--- config.mk ---
export PLATFORM = sky130hd
export DESIGN_NAME = gal_sop_term_sequencer
export DESIGN_NICKNAME = d
export VERILOG_FILES = /design/src/rtl/gal_sop_term_sequencer.sv
export SDC_FILE = /design/constraint.sdc
export NUM_CORES = 1
export LEC_CHECK = 0
export ABC_AREA = 1
export BUFFER_PORTS_ARGS = -buffer_cell sky130_fd_sc_hd__buf_4
export CAP_MARGIN = 20
export CELL_PAD_IN_SITES_DETAIL_PLACEMENT = 0
export CELL_PAD_IN_SITES_GLOBAL_PLACEMENT = 2
export CORE_AREA = 2 2 187 143
export CTS_CLUSTER_DIAMETER = 30
export DETAILED_ROUTE_END_ITERATION = 8
export DIE_AREA = 0 0 189 145
export PLACE_DENSITY = 0.82
export SYNTH_ARGS = -nofsm -noshare
export SYNTH_HDL_FRONTEND = slang
export SYNTH_SLANG_ARGS = --single-unit
--- constraint.sdc ---
create_clock -name clk -period 4.5 [get_ports clk]
set_input_delay 0.45 -clock clk [delete_from_list [all_inputs] [get_ports clk]]
set_output_delay 0.45 -clock clk [all_outputs]
set_load 0.01 [all_outputs]
--- src/rtl/gal_sop_term_sequencer.sv ---
// gal_sop_term_sequencer: time-multiplexed sum-of-products evaluator, one product term per clock.
// Optional GAL_SOP_EARLY_EXIT_EN stops the scan at the first matching term.
module gal_sop_term_sequencer #(
   parameter int WIDTH = 8,
   parameter int MAX_DEPTH = 16,
   localparam int AW = (MAX_DEPTH > 1) ? $clog2(MAX_DEPTH) : 1
) (
   input  logic               clk,
   input  logic               rst_n,
   input  logic               cfg_we,
   input  logic [AW-1:0]      cfg_addr,
   input  logic [2*WIDTH-1:0] cfg_data,
   input  logic               cfg_depth_we,
   input  logic [AW:0]        cfg_depth,
   output logic               cfg_err,
   input  logic               in_valid,
   output logic               in_ready,
   input  logic [WIDTH-1:0]   in_a,
   output logic               out_valid,
   input  logic               out_ready,
   output logic               out_y,
   output logic [AW-1:0]      out_term,
   output logic               busy
);
   typedef enum logic [1:0] {IDLE, EVAL, DONE} state_t;
   localparam logic [AW:0] MAXD = (AW+1)'(MAX_DEPTH);
   state_t state, state_nx;
   logic [2*WIDTH-1:0] mem [MAX_DEPTH];
   logic [2*WIDTH-1:0] term;
   logic [WIDTH-1:0] a_q, hi, lo;
   logic [AW:0] depth;
   logic [AW-1:0] idx;
   logic acc, hit, cmp, last, early, idle, accept, addr_ok;
   assign idle = state == IDLE;
   assign in_ready = idle;
   assign busy = !idle;
   assign out_valid = state == DONE;
   assign out_y = acc;
   assign accept = in_valid && idle;
   assign addr_ok = {1'b0, cfg_addr} < MAXD;
   assign term = mem[idx];
   always_comb begin
      hi = '0;
      lo = '0;
      for (int i = 0; i < WIDTH; i++) begin
         hi[i] = term[2*i+1];
         lo[i] = term[2*i];
      end
   end
   // 2'b10 needs a 1, 2'b01 needs a 0; 2'b11 trips both and can never match
   assign hit = ~|((hi & ~a_q) | (lo & a_q));
   assign cmp = hit && (depth != '0);
   assign last = ({1'b0, idx} + (AW+1)'(1)) >= depth;
`ifdef GAL_SOP_EARLY_EXIT_EN
   assign early = cmp;
`else
   assign early = 1'b0;
`endif
   always_comb begin
      state_nx = state;
      if (idle && accept) state_nx = EVAL;
      else if (state == EVAL && (last || early)) state_nx = DONE;
      else if (state == DONE && out_ready) state_nx = IDLE;
   end
   always_ff @(posedge clk or negedge rst_n)
      if (!rst_n) state <= IDLE;
      else state <= state_nx;
   always_ff @(posedge clk)
      if (idle && cfg_we && addr_ok) mem[cfg_addr] <= cfg_data;
   always_ff @(posedge clk or negedge rst_n)
      if (!rst_n) begin
         depth <= '0;
         a_q <= '0;
         idx <= '0;
         acc <= 1'b0;
         out_term <= '0;
         cfg_err <= 1'b0;
      end else begin
         cfg_err <= (!idle && (cfg_we || cfg_depth_we)) ||
                    (idle && cfg_depth_we && cfg_depth > MAXD) ||
                    (idle && cfg_we && !addr_ok);
         if (idle && cfg_depth_we) depth <= (cfg_depth > MAXD) ? MAXD : cfg_depth;
         if (accept) begin
            a_q <= in_a;
            idx <= '0;
            acc <= 1'b0;
            out_term <= '0;
         end else if (state == EVAL) begin
            acc <= acc | cmp;
            if (cmp && !acc) out_term <= idx;
            if (!last) idx <= idx + AW'(1);
         end
      end
endmodule
# Word level (Yosys, flattened, before mapping)

Memory sizes are Yosys's and may differ from the RTL's.
Index checks and enable logic that the tools add are counted.

$add $sub $neg: 2
$mul: 0
Divide/modulo/power cells: 0
Magnitude comparators: 2
Equality and inequality tests: 3
Shift-type cells: 0
Mux-type cells: 14
Bitwise gates (word level): 5
Reductions and logical operators: 23

Operators by type and width:

| cell                                                                     | number |
|---|---|
| 4-bit 2-to-1 mux                                                         | 6 |
| 8-bit AND                                                                | 2 |
| 1-bit logical AND                                                        | 10 |
| 8-bit inverter                                                           | 1 |
| 8-bit OR                                                                 | 1 |
| 8-bit OR reduction                                                       | 1 |
| 2-bit 2-to-1 mux                                                         | 3 |
| 4-bit by 1-bit adder with 5-bit output (second input constant)           | 1 |
| 5-bit >= comparator                                                      | 1 |
| 5-bit greater-than comparator (second input constant)                    | 1 |
| 5-bit 2-to-1 mux                                                         | 1 |
| 5-bit nonzero test                                                       | 1 |
| 4-bit by 1-bit adder with 4-bit output (second input constant)           | 1 |
| 1-bit 2-to-1 mux                                                         | 4 |
| 2-bit AND reduction                                                      | 2 |
| 2-bit nonzero test                                                       | 2 |
| 1-bit zero test                                                          | 3 |
| 3-bit nonzero test                                                       | 1 |
| 2-bit by 1-bit == test with 1-bit output (second input constant)         | 1 |
| 2-bit == test (second input constant)                                    | 1 |
| 2-bit zero test                                                          | 1 |
| 1-bit logical OR                                                         | 2 |
| 2-bit by 1-bit inequality test with 1-bit output (second input constant) | 1 |
| 1-bit OR                                                                 | 1 |

Bits in registers: 25
Bits in latches: 0
RAM bits: 256
Memory bits (read-only): 0
Bits of input ports: 39
Logic and storage cells: 57
Memories: 1

Memory list:

| memory | words | width | read ports | clocked after memory_dff | write ports | line | text |
|---|---|---|---|---|---|---|---|
| mem    | 16    | 16    | 1          | 0                        | 1           | 28   | `logic [2*WIDTH-1:0] mem [MAX_DEPTH];` |

# Logic depth before layout (Yosys ltp)

Depth in word-level cells: 10
Mapped depth: 17

# Worst setup path before layout

No wires, ideal clock.

Kind: register -> register
Start point: register state[1]
End point: memory mem[10][0] in the netlist's numbering, enable pin
Arrival: 1.878 ns
Path slack: 2.234 ns
Cell stages (with the launch flop): 6
Buffers on the path: 0
Clock period less this slack: 2.266 ns
Cells stage by stage: dfrtp_1 nor2_1 inv_1 nor2_1 nand3_1 nor2_1

Longest elaborated chain between the ends: 4

Ends and longest elaborated chain:

| element                                | line | text |
|---|---|---|
| start: declaration                     | 27   | `state_t state, state_nx;` |
| start signal: assignment               | 67   | `else state <= state_nx;` |
| 2-bit zero test                        | 34   | `assign idle = state == IDLE;` |
| net in_ready                           | 17   | `output logic in_ready,` |
| 1-bit logical AND                      | -    |  |
| 1-bit 2-to-1 mux                       | 69   | `if (idle && cfg_we && addr_ok) mem[cfg_addr] <= cfg_data;` |
| 1-bit 2-to-1 mux (implied by the code) | 69   |  |
| end: declaration                       | 28   |  |

The timed path passes the listed nets, and every way through them passes these cells.

# Worst setup path in the final report

Start point: register idx[0]
End point: register out_term[0]

Longest elaborated chain between the ends: 9
Elaborated cells on any way between the ends: 13
Classes of those cells: mux (3); bitwise (3); reduce/logical (6); memory (1)

Ends and longest elaborated chain:

| element                              | line | text |
|---|---|---|
| start: declaration                   | 32   | `logic [AW-1:0] idx;` |
| start signal: assignment             | 91   | `if (!last) idx <= idx + AW'(1);` |
| memory read 16 x 16 bit              | -    |  |
| 8-bit AND                            | 51   | `assign hit = ~\|((hi & ~a_q) \| (lo & a_q));` |
| 8-bit OR                             | 51   |  |
| 8-bit OR reduction                   | 51   |  |
| 1-bit zero test                      | 51   |  |
| 1-bit logical AND                    | 52   | `assign cmp = hit && (depth != '0);` |
| 1-bit logical AND                    | 90   | `if (cmp && !acc) out_term <= idx;` |
| 2-bit nonzero test (no source line)  | -    |  |
| 2-bit AND reduction (no source line) | -    |  |
| end signal: assignment               | 90   |  |
| end: declaration                     | 22   | `output logic [AW-1:0] out_term,` |

Parallel ways exist; a longest one is shown, timed or not. The select of a mux whose other input is x is not followed.
A chain may end at the register's enable or synchronous reset.

==> results.cfg <==
[outcome]
status = finished, final reports clean

[clock_network]
cts_buffer_depth = 3
clock_latency_ns = 0.54
cts_max_level = 2
cts_setup_buffers = 0
cts_made_buffers = 45
path_clk_slew_ns = 0.05
cts_root_buffer = clkbuf_16
cts_resized = 0
tritoncts = done
clock-sinks = 281

[critical_path]
crit_family = simple AND/OR/NAND/NOR gates
path_cells = buf_4, nand2_1, nand2_1, nand2_1, nand4_1, nor2_1, nand2_1, nand3_1, nand3_1, nand2_1, nand3_2, nand2_1, nand2_1, nand2_1
crit_fanout = 70
worstReg2RegStart = idx[0]
startpoint_type = register
cp_data_arrival_time_ns = 3.39
startpoint = idx[0]
crit_slowest_cell = buf_4
crit_type = reg -> reg
crit_buf_inv = 1
worstPathRequired_ns = 4.92
cpMostUsedCell = nand2_1
worst_path_largest_cell_delay_ns = 0.69
cp-end-kind = register

[synth]
synth.ff_latch_count = 281
seq_area_frac_synth_pct = 72.8
synth_edf_count = 256
synth_common_cells = nand2_1 (447), edfxtp_1 (256), nand3_1 (122)
synthAdderAreaFrac_pct = 0.658
synth_top_family_by_area = simple AND/OR/NAND/NOR gates
synth_cell_types = 21
synth_most_common_cell = nand2_1
synth_top_cell_area_share_pct = 67.4
synthArstFlopShare_pct = 8.90
synth_cells = 1019
synth-compound-area-share_pct = 1.58
muxShareOfSynthArea_pct = 0
synth_warnings = 0
synthTopCellsByArea = edfxtp_1 (67%), nand2_1 (15%), dfrtp_1 (5.5%)
syn_area_um2 = 11400
synth-simple-area-share_pct = 21.9
synth_xor_area_share_pct = 0.153
ys.flop_type = edfxtp_1
synth_fp_nets = 1064
synth_area_leader_cell = edfxtp_1
avgSynthCellArea_um2 = 11.2

[floorplan]
core_area_um2 = 25600
die_width_um = 189
initial_core_util_pct = 44.6
io_pins = 48
num_rows = 51
die_h_um = 145
dieArea_um2 = 27400

[power]
p_per_area_nw_per_um2 = 464
p_leak_nw = 5.36
p_total_mw = 6.43
ir_worst_vdd_uv = 351

[timing]
setup_viol = 0
whs_ns = 0.128
slew_headroom_pct = 26.2
rsz0062_at_grt = false
tns_ns = 0
finalWorstSetupSlack_ns = 1.53
finalCriticalPeriod_ns = 2.97
clock_skew_ns = 0.0140
worst_pin_slew_ns = 1.11
hold_viol = 0
maxSlewViolCount = 0
fmax_mhz = 337
period_share_pct = 66.0

[drt]
viasPerCell = 5.10
via_count = 7514
antenna_left = 0
drt_iter0_drc = 617
wl_per_cell_um = 20.7
postRouteWirelength_mm = 30.4
first_pass_iters = 5
drc = 0

[grt]
grt_pass1_wl_mm = 45.8
antenna_found_initial = 0
gr-total-overflow = 0
grt.total_usage_pct = 22.7
grt_pass1_vias = 7150
grt_max_degree = 71

[final_layout]
fin_cells = 1472
area.growth.synth_to_final_pct = 21.2
antenna_cells = 0
stdcell_area_um2 = 13800
finish.utilization_pct = 54.1
final_layout_size_suffix_gt1_share_pct = 14.1
nNetsFinal = 1140

[worst_hold_path]
hold_path_class = in -> reg
holdCritStartpoint = in_a[5]

[flow_run]
maxCapViolCount = 0

[place]
place_inst = 1388
hpwlAfterDp_mm = 19.3
post-place-ws_ns = 1.58
port_buffers = 47
gp_congestion = 0.776
dpl_cell_area_um2 = 12200
cells by family after synthesis:
logic type,Yosys count
simple gates,621
flops,281
buf+inv,75
compound gates,34
fa+ha+maj,6
xor+xnor,2
metal layers:
layer	vias to the layer above	wire [um]	track usage, %
li1	3622	-	-
met1	3618	14600	35.0
met2	238	13100	32.9
met3	36	2280	4.96
met4	0	433	5.12
met5	-	0	0
registers in the layout, indices dropped and copies added, names as in the netlist:
signal and cells:
mem 256, a_q 8, depth 5, idx 4, out_term 4, state 2
cfg_err 1, out_y 1
repair_timing:
| action | 4_1_cts | 5_1_grt |
|---|---|---|
| endpoints found under the hold margin | 25 | 0 |
| setup endpoints to repair | 0 | 0 |
| hold buffers | 1 | 0 |
tightest hold or removal path: stages:
cell	delay (ns)
buf_4	0.08
nand2_1	0.04
o21ai_0	0.06
path summary, 6_finish.rpt:
check / endpoint / cells after the start / slack, ns
setup / recovery: out_term[0] / 14 / 1.53
hold / removal: a_q[5] / 3 / 0.13
setup reg to reg: out_term[0] / 14 / 1.53
hold reg to reg: out_term[2] / 2 / 0.52
max in group asynchronous: idx[0] / 2 / 3.77
min in group asynchronous: state[1] / 2 / 0.39
layout by cell type (no fill, tap or decap), drive strengths merged, types with 2 or more instances in the layout:
cell | synthesis | layout
nand2 | 447 | 447
ha | 6 | 6
inv | 29 | 34
clkinv | 6 | 20
xor2 | 2 | 2
dfrtp | 25 | 25
a21oi | 12 | 12
edfxtp | 256 | 256
nor2 | 45 | 45
o21ai | 19 | 19
clkinvlp | 0 | 4
buf | 30 | 68
nand4 | 5 | 5
nand3 | 123 | 123
bufinv | 0 | 8
clkbuf | 10 | 49
where the power goes:
| group | internal, mW | leakage [nW] | switching [mW] |
|---|---|---|---|
| sequential | 2.85 | 2.54 | 0.000135 |
| combinational | 0.0242 | 2.08 | 0.0526 |
| clock | 2.30 | 0.742 | 1.20 |
| total | 5.17 | 5.36 | 1.25 |
cell type report:
type	count	area, um^2
well taps	344	430
clock inverters	31	394
inverters	35	134
flip-flops and latches	281	8320
clock buffers	49	1140
repair buffers	69	606
multi-input cells	663	2820
fillers	2212	11800
(Power assumes the default switching activity.)
